--- src/rtl/board_byte_scanner.sv ---
// board_byte_scanner: presents the 64-bit CPU output word on the 8-bit board
// output one byte at a time. In auto mode it steps through bytes 0..7 with a
// programmable dwell and pulses frame_done on each 7->0 wrap. In manual mode
// the byte index follows sel_in.
// Optional feature: define SCANNER_SNAPSHOT_EN to build a 64-bit snapshot
// register loaded by capture. When it is defined, the scanner displays the
// snapshot instead of the live cpu_out word.
module board_byte_scanner #(
  parameter int unsigned DWELL = 4,
  parameter int unsigned CW    = 16
) (
  input  logic        clk,
  input  logic        rst,
  input  logic [63:0] cpu_out,
  input  logic        manual,
  input  logic [2:0]  sel_in,
  input  logic        hold,
  input  logic        capture,
  output logic [7:0]  out_to_board,
  output logic [2:0]  byte_idx,
  output logic        frame_done
);

  typedef enum logic {SCAN, MANUAL} state_t;

  localparam logic [CW-1:0] TERM = CW'(DWELL - 1);

  state_t        state_q, state_d;
  logic [CW-1:0] cnt_q, cnt_d;
  logic [2:0]    idx_q, idx_d;
  logic          frame_q, frame_d;
  logic [7:0]    out_q, out_d;
  logic [63:0]   src;

`ifdef SCANNER_SNAPSHOT_EN
  logic [63:0] snap_q;

  // Snapshot register: holds the word being displayed until the next capture.
  always_ff @(posedge clk) begin
    if (rst) snap_q <= '0;
    else if (capture) snap_q <= cpu_out;
  end

  assign src = snap_q;
`else
  logic capture_unused;

  assign capture_unused = capture;
  assign src            = cpu_out;
`endif

  // Next-state logic. Precedence is mode change > hold > counting, so a mode
  // change that lands on a terminal count suppresses both the step and the
  // frame pulse.
  always_comb begin
    state_d = state_q;
    cnt_d   = cnt_q;
    idx_d   = idx_q;
    frame_d = 1'b0;
    out_d   = src[{idx_q, 3'b000} +: 8];
    unique case (state_q)
      SCAN: begin
        if (manual) begin
          state_d = MANUAL;
          idx_d   = sel_in;
          cnt_d   = '0;
        end else if (!hold) begin
          if (cnt_q == TERM) begin
            cnt_d   = '0;
            idx_d   = idx_q + 3'd1;
            frame_d = (idx_q == 3'd7);
          end else begin
            cnt_d = cnt_q + CW'(1);
          end
        end
      end
      MANUAL: begin
        cnt_d = '0;
        if (manual) begin
          idx_d = sel_in;
        end else begin
          // Resume auto scan from the current index with a full dwell.
          state_d = SCAN;
        end
      end
      default: begin
        state_d = SCAN;
        cnt_d   = '0;
      end
    endcase
  end

  // State and registered outputs, synchronous active-high reset.
  always_ff @(posedge clk) begin
    if (rst) begin
      state_q <= SCAN;
      cnt_q   <= '0;
      idx_q   <= '0;
      frame_q <= 1'b0;
      out_q   <= '0;
    end else begin
      state_q <= state_d;
      cnt_q   <= cnt_d;
      idx_q   <= idx_d;
      frame_q <= frame_d;
      out_q   <= out_d;
    end
  end

  assign out_to_board = out_q;
  assign byte_idx     = idx_q;
  assign frame_done   = frame_q;

endmodule

--- config.mk ---
export PLATFORM = sky130hd
export DESIGN_NAME = board_byte_scanner
export DESIGN_NICKNAME = d
export VERILOG_FILES = /design/src/rtl/board_byte_scanner.sv
export SDC_FILE = /design/constraint.sdc
export NUM_CORES = 1
export LEC_CHECK = 0
export BUFFER_PORTS_ARGS = -buffer_cell sky130_fd_sc_hd__buf_4
export CAP_MARGIN = 20
export CORE_UTILIZATION = 50
export CTS_BUF_LIST = sky130_fd_sc_hd__clkbuf_16
export CTS_CLUSTER_SIZE = 40
export DETAILED_ROUTE_END_ITERATION = 16
export GPL_TIMING_DRIVEN = 0
export PLACE_DENSITY = 0.87
export SLEW_MARGIN = 20
export SYNTH_ARGS = -nofsm -noshare
export SYNTH_HDL_FRONTEND = slang
export SYNTH_SLANG_ARGS = --single-unit
--- constraint.sdc ---
create_clock -name clk -period 4.06 [get_ports clk]
set_clock_uncertainty 0.2 [all_clocks]
set_input_delay 0 -clock clk [delete_from_list [all_inputs] [get_ports clk]]
set_output_delay 0 -clock clk [all_outputs]
set_load 0.05 [all_outputs]
==> flow_metrics.env, run 1 <==
export IMPL_post_drt_via_cell_ratio=5.893
export IMPL_met2_length_mm=3.210
export IMPL_critPathBufInv=4
export IMPL_pin_count=84
export IMPL_cts_path_max_buffers=2
export IMPL_synth_fa_ha_area_frac=0.02161
export IMPL_synth_compound_area_frac=0.05836
export IMPL_die_x_um=60.94
export IMPL_crit_cells=7
export IMPL_drcViolationCount=0
export IMPL_fin_cells=328
export IMPL_synthCells=171
export IMPL_dp_slack_ns=1.713
export IMPL_crit_top_cell="dlygate4sd3_1"
export IMPL_tightest_slew_ns=0.6749
export IMPL_worstPathArrival_ns=3.33
export IMPL_clk_insertion_delay_late_ns=0.28
export IMPL_cts_tree="built"
export IMPL_drive_above_1_share=0.3936
export IMPL_wl_per_cell_um=19.20
export IMPL_r2r_cells=7
export IMPL_setup_viol=0
export IMPL_die_area_mm2=0.003713
export IMPL_drtIter0Drc=190
export IMPL_path_class="reg -> reg"
export IMPL_ant_nets=0
export IMPL_num_vias=1933
export IMPL_place_detailed_hpwl_mm=3.884
export IMPL_areaGrowthSynthToFinish_pct=58.93
export IMPL_max_stage_delay_ns=0.59
export IMPL_wl_mm=6.299
export IMPL_row_count=21
export IMPL_crit_required_ns=4.01
export IMPL_hp_class="in -> reg"
export IMPL_cp_slowest_cell="dlygate4sd3_1"
export IMPL_start_util=0.5204
export IMPL_gr_usage_all_layers=0.3650
export IMPL_grt_pass1_vias=1944
export IMPL_coreArea_mm2=0.003337
export IMPL_gp_congestion=0.8287
export IMPL_muxShareOfSynthArea=0.2709
export IMPL_synth_simple_area_share=0.2406
export IMPL_synthesis_nets=246
export IMPL_cp_max_fo=10
export IMPL_hold_viol_final=0
export IMPL_dr_wl_met3_um=444
export IMPL_synthXorXnorAreaFrac=0.04539
export IMPL_start_kind="flip-flop"
export IMPL_grt_pass1_wl_mm=9.239
export IMPL_cts_made_buffers=5
export IMPL_timing_fmax_mhz=295.3
export IMPL_finalCritPeriodShare=0.8340
export IMPL_yosys_cell_types_count=38
export IMPL_postCtsSetupBuffers=0
export IMPL_crit_family="buffers and inverters"
export IMPL_power_leakage_nw=1.116
export IMPL_wl_met1_mm=2.265
export IMPL_layout_setup_ws_ns=0.6740
export IMPL_die_h_um=60.94
export IMPL_hold_depth=4
export IMPL_dp_cells=298
export IMPL_yosys_warnings=0
export IMPL_maxCapViolations=0
export IMPL_first_pass_iters=4
export IMPL_seq_area_frac_synth=0.3343
export IMPL_htree_num_levels=2
export IMPL_postSynthAreaPerCell_um2=10.16
export IMPL_clkSinkCount=29
export IMPL_syn_area_mm2=0.001737
export IMPL_grt_max_degree=11
export IMPL_post_route_min_period_ns=3.386
export IMPL_crit_path_end_kind="flip-flop"
export IMPL_irDropWorstVdd_uv=312.1
export IMPL_rsz0062_at_grt="no"
export IMPL_cts_root_buf="clkbuf_16"
export IMPL_synth_seq_cells=29
export IMPL_synth_top_family_by_area="multiplexers"
export IMPL_path_cells="clkbuf_1, buf_1, mux4_2, dlygate4sd3_1, mux2i_1, dlygate4sd3_1, nor2_1"
export IMPL_fillers=188
export IMPL_antenna_cells=0
export IMPL_slew_headroom=0.5500
export IMPL_port_buffers=81
export IMPL_highest_layer="met4"
export IMPL_status="finished clean"
export IMPL_fin_nets=356
export IMPL_grt_ovfl_total=0
export IMPL_slew_viol_final=0
export IMPL_tns_ns=0
export IMPL_antenna_found_initial=0
export IMPL_worst_hold_slack_ns=0.0005463
export IMPL_final_util=0.8271
export IMPL_power_density_mw_per_mm2=320.2
export IMPL_cts_clk_slew_worst_paths_ns=0.05
[worst paths after layout]
path          startpoint              end  slack (ns)
max          byte_idx[1]  out_to_board[0]        0.67
min          cpu_out[20]  out_to_board[4]      0.0005
max reg2reg  byte_idx[1]  out_to_board[0]        0.67
min reg2reg    cnt_q[14]        cnt_q[14]        0.31
[routing by layer]
layer,global-route usage,vias to the layer above
li1,-,882
met3,0.1493,37
met2,0.5840,106
met5,0,-
met4,0.2532,0
met1,0.3941,908
[where the power goes]
part	internal (mW)	switching [mW]
combinational	0.124	0.108
sequential	0.297	0.00662
clock	0.221	0.127
[stage by stage]
step                      area [um2]  power, mW
after floorplan                 1737     0.4194
after global placement          2402     0.4993
after detailed placement        2402     0.5049
after CTS                       2760     0.8721
after global routing            2760     0.9136
final                           2760     0.8839
[final cells by class]
type | instances | area (um2) | share of cell area
inverter | 2 | 7.507 | 0.002720
clock buffer | 5 | 125.1 | 0.04533
timing repair buffer | 103 | 828.3 | 0.3001
sequential | 29 | 580.6 | 0.2103
buffer | 10 | 42.54 | 0.01541
tap | 46 | 57.56 | 0.02085
multi-input combinational | 130 | 1106 | 0.4007
clock inverter | 3 | 12.51 | 0.004533
[cells in the mapped netlist, drive strengths merged]
cell,count,share of area
a21oi,5,0.014
a221oi,2,0.010
a31o,1,0.0050
and2,2,0.0072
and4b,1,0.0058
buf,5,0.013
clkbuf,5,0.012
clkinv,1,0.0022
dfxtp,29,0.33
ha,3,0.022
inv,1,0.0022
mux2i,11,0.063
mux4,16,0.21
nand2,6,0.013
nand3,9,0.029
nand3b,1,0.0043
nand4,6,0.022
nor2,21,0.045
nor2b,1,0.0036
nor3,4,0.012
nor3b,2,0.0086
nor4,8,0.029
nor4b,1,0.0050
o211ai,1,0.0043
o21ai,4,0.012
o31ai,3,0.013
or2,1,0.0036
or3,4,0.014
or3b,2,0.010
or4,4,0.017
or4b,2,0.012
xnor2,4,0.020
xor2,5,0.025
[worst reg2reg max path, cell delays in order, from the launching register on]
cell and delay [ns]:
dfxtp_1 0.36, clkbuf_1 0.45, buf_1 0.50, mux4_2 0.39, dlygate4sd3_1 0.59, mux2i_1 0.15
dlygate4sd3_1 0.57, nor2_1 0.04
[flip-flops by register name, indices dropped and copies added, names as in the netlist]
name,cells
state_q,1
byte_idx,3
frame_done,1
cnt_q,16
out_to_board,8
[cells in the final DEF (no fill, tap or decap), drive strengths merged, types with 3 or more instances in the layout]
cell	Yosys	layout
mux2i	11	11
a21oi	5	5
or3	4	4
o31ai	3	3
nand4	6	6
o21ai	4	4
or4	4	4
dfxtp	29	29
clkbuf	5	10
mux4	16	16
nand3	9	9
dlygate4sd3	0	22
nor4	8	8
nor2	21	21
nor3	4	4
nand2	6	6
buf	5	86
clkinv	1	4
xnor2	4	4
ha	3	3
xor2	5	5
[cell families (layout without fill, tap and decap cells)]
kind of cell / count (synthesis) / in the layout
AND/OR/NAND/NOR: 75 / 75
adder cells (fa/ha/maj): 3 / 3
multiplexers: 27 / 27
buffers and inverters: 12 / 123
XOR/XNOR: 9 / 9
flip-flops: 29 / 29
AO/OA/AOI/OAI: 16 / 16
[repair_timing]
action | CTS | global route
setup endpoints to repair | 0 | 0
hold buffers | 22 | 0
gates resized for setup | 0 | 0
endpoints found under the hold margin | 14 | 0
Power figures use the tool's default switching activity.
==> run 2, diff against run 1 <==
--- a/config.mk
+++ b/config.mk
@@ -5,14 +5,15 @@
 export SDC_FILE = /design/constraint.sdc
 export NUM_CORES = 1
 export LEC_CHECK = 0
+export ABC_AREA = 1
 export BUFFER_PORTS_ARGS = -buffer_cell sky130_fd_sc_hd__buf_4
 export CAP_MARGIN = 20
-export CORE_UTILIZATION = 50
+export CORE_UTILIZATION = 48
 export CTS_BUF_LIST = sky130_fd_sc_hd__clkbuf_16
 export CTS_CLUSTER_SIZE = 40
 export DETAILED_ROUTE_END_ITERATION = 16
 export GPL_TIMING_DRIVEN = 0
-export PLACE_DENSITY = 0.87
+export PLACE_DENSITY = 0.82
 export SLEW_MARGIN = 20
 export SYNTH_ARGS = -nofsm -noshare
 export SYNTH_HDL_FRONTEND = slang
==> constraint.sdc (replaced) <==
create_clock -name clk -period 3.55 [get_ports clk]
set_clock_uncertainty 0.2 [all_clocks]
set_input_delay 0 -clock clk [delete_from_list [all_inputs] [get_ports clk]]
set_output_delay 0 -clock clk [all_outputs]
set_load 0.05 [all_outputs]
==> run 2 against run 1 <==
  * Synthesized cell count rose by 70%
  * Area after synthesis rose by 12%
  * Combinational power rose by 43%
  * Fmax fell by 0.32%
  * Register-to-register slack got worse by 0.52 ns
  * Wire length rose by 0.24%
  * Via count rose by 26%
  * First-iteration DRC count fell by 26%
  * Global-route usage fell by 5.1 points
  * Final cell count rose by 41%
  * Die area rose by 16%
  * Largest cell class unchanged
==> flow_metrics.env, run 2 <==
export IMPL_finalCritPeriodShare=0.9568
export IMPL_yosysMostFrequentCell="nor2_1"
export IMPL_synth_fa_ha_area_frac=0.01932
export IMPL_ff2ff_setup_slack_ns=0.15
export IMPL_synth_compound_area_frac=0.1674
export IMPL_worstReg2RegStart="byte_idx[0]"
export IMPL_synthXorXnorAreaFrac=0.009015
export IMPL_grt_pass1_vias=2335
export IMPL_yosys_warnings=0
export IMPL_layout_setup_ws_ns=0.1533
export IMPL_dp_cells=420
export IMPL_r2r_cells=9
export IMPL_die_x_um=65.63
export IMPL_drive_above_1_share=0.3043
export IMPL_grt_max_degree=11
export IMPL_pin_count=84
export IMPL_maxCapViolations=0
export IMPL_cp_max_fo=10
export IMPL_coreArea_mm2=0.003771
export IMPL_post_drt_via_cell_ratio=5.262
export IMPL_cts_root_buf="clkbuf_16"
export IMPL_syn_area_mm2=0.001943
export IMPL_port_buffers=82
export IMPL_first_pass_iters=5
export IMPL_clk_insertion_delay_late_ns=0.28
export IMPL_slew_viol_final=0
export IMPL_path_class="reg -> reg"
export IMPL_grt_ovfl_total=0
export IMPL_drtIter0Drc=140
export IMPL_synth_top_cell_area_share=0.2988
export IMPL_top_register="cnt_q"
export IMPL_setup_viol=0
export IMPL_yosys_top_cells_count="nor2_1 (79), nand2_1 (33), dfxtp_1 (29)"
export IMPL_muxShareOfSynthArea=0.04121
export IMPL_synthFlopType="dfxtp_1"
export IMPL_num_vias=2431
export IMPL_hp_start="sel_in[1]"
export IMPL_drcViolationCount=0
export IMPL_place_detailed_hpwl_mm=4.202
export IMPL_synth_seq_cells=29
export IMPL_synth_top_family_by_area="simple AND/OR/NAND/NOR gates"
export IMPL_worst_hold_slack_ns=0.01373
export IMPL_cts_path_max_buffers=2
export IMPL_antenna_cells=0
export IMPL_gr_usage_all_layers=0.3136
export IMPL_dp_slack_ns=1.910
export IMPL_htree_num_levels=2
export IMPL_gp_congestion=0.8265
export IMPL_tns_ns=0
export IMPL_row_count=22
export IMPL_ys_async_sr_fraction=0
export IMPL_post_route_min_period_ns=3.397
export IMPL_critPathCapture="out_to_board[0]"
export IMPL_cts_clk_slew_worst_paths_ns=0.06
export IMPL_cts_made_buffers=5
export IMPL_cts_tree="built"
export IMPL_fin_nets=488
export IMPL_fillers=233
export IMPL_postSynthAreaPerCell_um2=6.700
export IMPL_synthCells=290
export IMPL_clkSinkCount=29
export IMPL_synthesis_nets=365
export IMPL_power_density_mw_per_mm2=372.1
export IMPL_tightest_slew_ns=0.4245
export IMPL_final_cell_mix="buf_4 (83), nor2_1 (79), dlygate4sd3_1 (34)"
export IMPL_synth_top_area_cell="dfxtp_1"
export IMPL_hold_viol_final=0
export IMPL_seq_area_frac_synth=0.2988
export IMPL_rsz0062_at_grt="no"
export IMPL_worstPathArrival_ns=3.36
export IMPL_fin_cells=462
export IMPL_status="finished clean"
export IMPL_crit_required_ns=3.52
export IMPL_power_mw=1.163
export IMPL_areaGrowthSynthToFinish_pct=60.85
export IMPL_start_util=0.5153
export IMPL_synth_simple_area_share=0.3857
export IMPL_timing_fmax_mhz=294.4
export IMPL_synth_edf_count=0
export IMPL_yosys_cell_types_count=30
export IMPL_antenna_found_initial=0
export IMPL_start_kind="flip-flop"
export IMPL_crit_path_end_kind="flip-flop"
export IMPL_grt_pass1_wl_mm=10.13
export IMPL_wl_mm=6.314
export IMPL_final_common_cell="buf_4"
export IMPL_die_area_mm2=0.004307
export IMPL_reg2reg_to="out_to_board[0]"
export IMPL_postCtsSetupBuffers=0
export IMPL_synth_top_cells_by_area="dfxtp_1 (30%), nor2_1 (15%), nand2_1 (6.4%)"
export IMPL_wl_per_cell_um=13.67
export IMPL_hp_class="in -> reg"
export IMPL_power_leakage_nw=1.406
export IMPL_irDropWorstVdd_uv=217.3
export IMPL_largest_reg_flops=16
export IMPL_crit_start="byte_idx[0]"
export IMPL_die_h_um=65.63
export IMPL_ant_nets=0
export IMPL_slew_headroom=0.7170
[run 2: cell types whose count changed in the layout (fill, tap and decap cells not counted), moves of 5 or more]
| cell | delta |
|---|---|
| mux4_2 | -16 |
| o21ai_1 | +20 |
| inv_1 | +17 |
| dlygate4sd3_1 | +12 |
| nor4_1 | -8 |
| nor2_1 | +58 |
| o22ai_1 | +8 |
| o21ai_0 | +19 |
| nor2_4 | +5 |
| nand2_1 | +27 |
| buf_2 | +5 |
[run 2: final cells by class]
class | instances | area [um2] | share of cell area
inverters | 22 | 82.58 | 0.02642
clock inverters | 3 | 41.29 | 0.01321
plain buffers | 13 | 70.07 | 0.02242
flip-flops and latches | 29 | 580.6 | 0.1857
multi-input cells | 226 | 1210 | 0.3871
clock buffers | 5 | 125.1 | 0.04003
well taps | 48 | 60.06 | 0.01922
repair buffers | 116 | 955.9 | 0.3058
[run 2: kinds of logic (layout without fill, tap and decap cells)]
family	after synthesis	count (layout)
flops	29	29
compound gates	62	62
fa+ha+maj	3	3
simple gates	151	151
buf+inv	35	159
mux	8	8
xor+xnor	2	2
[run 2: power breakdown]
group | internal (mW) | leakage, nW | total, mW | switching (mW)
combinational | 0.159 | 1.09 | 0.333 | 0.173
sequential | 0.342 | 0.237 | 0.351 | 0.00942
clock | 0.328 | 0.0775 | 0.479 | 0.152
total | 0.829 | 1.41 | 1.16 | 0.334
[run 2: routing by layer]
metal | GRT usage | up-vias | wire [um]
li1 | - | 1210 | -
met4 | 0.1766 | 0 | 226
met3 | 0.07986 | 19 | 329
met1 | 0.3393 | 1115 | 2462
met2 | 0.5472 | 87 | 3295
met5 | 0 | - | 0
[run 2: how the worst min path moves through the flow]
stage / cells past startpoint / slack [ns] / to
after floorplan: 1 / -0.13 / cnt_q[1]
after global placement: 2 / -0.02 / cnt_q[1]
after detailed placement: 2 / -0.02 / cnt_q[1]
after CTS: 7 / 0.007 / byte_idx[2]
after global routing: 7 / 0.06 / byte_idx[1]
final: 7 / 0.01 / byte_idx[1]
[run 2: timing repair]
action                                  4_1_cts  5_1_grt
resized for setup                             0        0
endpoints found under the setup margin        0        0
hold buffers                                 34        0
hold endpoints to repair                     24        0
[run 2: through the flow]
step,instance area (um2),utilization
2_1_floorplan,1943,-
3_3_place_gp,2619,0.6944
3_5_place_dp,2619,0.6944
4_1_cts,3126,0.8288
5_1_grt,3126,0.8288
6_report,3126,0.8288
[run 2: critical path, cell delays in order, from the launching register on]
cell and delay [ns]:
dfxtp_1 0.38, buf_2 0.23, buf_4 0.24, mux2i_1 0.20
dlygate4sd3_1 0.60, o22ai_1 0.12, dlygate4sd3_1 0.59, nor2_1 0.11
nor2_1 0.06, dlygate4sd3_1 0.55
==> run 3, diff against run 2 <==
--- a/config.mk
+++ b/config.mk
@@ -6,6 +6,7 @@
 export NUM_CORES = 1
 export LEC_CHECK = 0
 export ABC_AREA = 1
+export ABC_CLOCK_PERIOD_IN_PS = 3550
 export BUFFER_PORTS_ARGS = -buffer_cell sky130_fd_sc_hd__buf_4
 export CAP_MARGIN = 20
 export CORE_UTILIZATION = 48
@@ -13,8 +14,8 @@
 export CTS_CLUSTER_SIZE = 40
 export DETAILED_ROUTE_END_ITERATION = 16
 export GPL_TIMING_DRIVEN = 0
+export HOLD_SLACK_MARGIN = 0.08
 export PLACE_DENSITY = 0.82
-export SLEW_MARGIN = 20
 export SYNTH_ARGS = -nofsm -noshare
 export SYNTH_HDL_FRONTEND = slang
 export SYNTH_SLANG_ARGS = --single-unit
==> run 3 against run 2 <==
  * Clock power is essentially flat
  * Global-route usage is 3.6 points higher
  * Die area unchanged
  * Combinational power grew 6%
  * Wire length up 13%
  * Fmax decreased by 0.98%
  * Non-clock buffer count grew 5
  * Largest cell class unchanged
  * Via count grew 7.4%
  * Total power increased by 1.8%
==> flow_metrics.env, run 3 (synthesis results as in run 2) <==
export IMPL_post_drt_via_cell_ratio=5.593
export IMPL_post_route_min_period_ns=3.430
export IMPL_setup_viol=0
export IMPL_htree_num_levels=2
export IMPL_worstReg2RegStart="byte_idx[0]"
export IMPL_largest_reg_flops=16
export IMPL_place_detailed_hpwl_mm=4.202
export IMPL_reg2reg_to="out_to_board[0]"
export IMPL_final_cell_mix="buf_4 (83), nor2_1 (79), dlygate4sd3_1 (39)"
export IMPL_first_pass_iters=5
export IMPL_slew_headroom=0.6942
export IMPL_power_leakage_nw=1.428
export IMPL_r2r_cells=9
export IMPL_finalCritPeriodShare=0.9663
export IMPL_grt_ovfl_total=0
export IMPL_placed_area_mm2=0.002619
export IMPL_critPathCapture="out_to_board[0]"
export IMPL_hold_buffers=39
export IMPL_rsz0062_at_grt="no"
export IMPL_hold_viol_final=0
export IMPL_row_count=22
export IMPL_grt_pass1_vias=2539
export IMPL_status="finished clean"
export IMPL_antenna_found_initial=0
export IMPL_cts_made_buffers=5
export IMPL_cts_clk_slew_worst_paths_ns=0.06
export IMPL_crit_cells=9
export IMPL_path_class="reg -> reg"
export IMPL_tightest_slew_ns=0.4588
export IMPL_die_h_um=65.63
export IMPL_worstPathArrival_ns=3.40
export IMPL_port_buffers=82
export IMPL_clk_insertion_delay_late_ns=0.28
export IMPL_slew_viol_final=0
export IMPL_final_common_cell="buf_4"
export IMPL_hp_class="in -> reg"
export IMPL_cts_path_max_buffers=2
export IMPL_fin_cells=467
export IMPL_critPathBufInv=5
export IMPL_start_util=0.5153
export IMPL_drtIter0Drc=204
export IMPL_cts_tree="built"
export IMPL_start_kind="flip-flop"
export IMPL_antenna_cells=0
export IMPL_irDropWorstVdd_uv=244.8
export IMPL_cp_max_fo=10
export IMPL_crit_start="byte_idx[0]"
export IMPL_maxCapViolations=0
export IMPL_dp_slack_ns=1.910
export IMPL_wl_mm=7.164
export IMPL_gr_usage_all_layers=0.3496
export IMPL_timing_fmax_mhz=291.5
export IMPL_layout_setup_ws_ns=0.1195
export IMPL_num_vias=2612
export IMPL_postCtsSetupBuffers=0
export IMPL_max_stage_delay_ns=0.60
export IMPL_crit_required_ns=3.52
export IMPL_ant_nets=0
export IMPL_crit_top_cell="dlygate4sd3_1"
export IMPL_areaGrowthSynthToFinish_pct=63.43
export IMPL_fin_nets=493
export IMPL_top_register="cnt_q"
export IMPL_grt_pass1_wl_mm=11.26
export IMPL_dp_cells=420
export IMPL_tns_ns=0
export IMPL_grt_max_degree=11
export IMPL_drcViolationCount=0
export IMPL_ff2ff_setup_slack_ns=0.12
export IMPL_crit_family="buffers and inverters"
export IMPL_gp_congestion=0.8265
export IMPL_cts_resized=0
export IMPL_power_density_mw_per_mm2=372.8
export IMPL_fin_area_mm2=0.003176
export IMPL_clkSinkCount=29
export IMPL_path_cells="buf_2, buf_4, mux2i_1, dlygate4sd3_1, o22ai_1, dlygate4sd3_1, nor2_1, nor2_1, dlygate4sd3_1"
export IMPL_crit_path_end_kind="flip-flop"
export IMPL_die_area_mm2=0.004307
export IMPL_pin_count=84
export IMPL_wl_per_cell_um=15.34
export IMPL_cts_root_buf="clkbuf_16"
export IMPL_drive_above_1_share=0.3007
export IMPL_die_x_um=65.63
export IMPL_cp_slowest_cell="dlygate4sd3_1"
export IMPL_coreArea_mm2=0.003771
## run 3: changes by cell type in the layout (fill, tap and decap cells not counted)
cell / previous run / this run
dlygate4sd3_1: 34 / 39
## run 3: where the power goes
part,leakage (nW),switching [mW],internal (mW)
logic,1.11,0.186,0.166
registers,0.237,0.0102,0.342
clock network,0.0775,0.152,0.328
total,1.43,0.349,0.835
## run 3: worst min path at each step
stage / from / end / depth (start not counted)
after floorplan: rst / cnt_q[1] / 1
after global placement: rst / cnt_q[1] / 2
after detailed placement: rst / cnt_q[1] / 2
after CTS: rst / state_q / 3
after global routing: rst / state_q / 3
final: rst / state_q / 3
## run 3: final cells by class
class / instances / area, um2
Buffer: 13 / 70.07
Fill cell: 218 / 595.6
Multi-Input combinational cell: 226 / 1210
Clock inverter: 3 / 41.29
Clock buffer: 5 / 125.1
Timing Repair Buffer: 121 / 1006
Tap cell: 48 / 60.06
Sequential cell: 29 / 580.6
Inverter: 22 / 82.58
## run 3: routing by layer
| metal | share of wire | global-route usage | vias to the layer above |
|---|---|---|---|
| met5 | 0 | 0 | - |
| met4 | 0.050 | 0.2174 | 0 |
| met3 | 0.073 | 0.09028 | 42 |
| met2 | 0.50 | 0.6186 | 165 |
| met1 | 0.37 | 0.3625 | 1189 |
| li1 | - | - | 1216 |
## run 3: tightest hold or removal path, stage by stage
cell	delay (ns)
dlygate4sd3_1	0.53
buf_4	0.12
nor2_1	0.06
## run 3: stage by stage
step           power [mW]  hold slack, ns  utilization
2_1_floorplan      0.5141         -0.1309            -
3_3_place_gp       0.6232        -0.02120       0.6944
3_5_place_dp       0.6252        -0.02029       0.6944
4_1_cts             1.158          0.2374       0.8421
5_1_grt             1.222          0.3006       0.8421
6_report            1.184          0.2784       0.8421
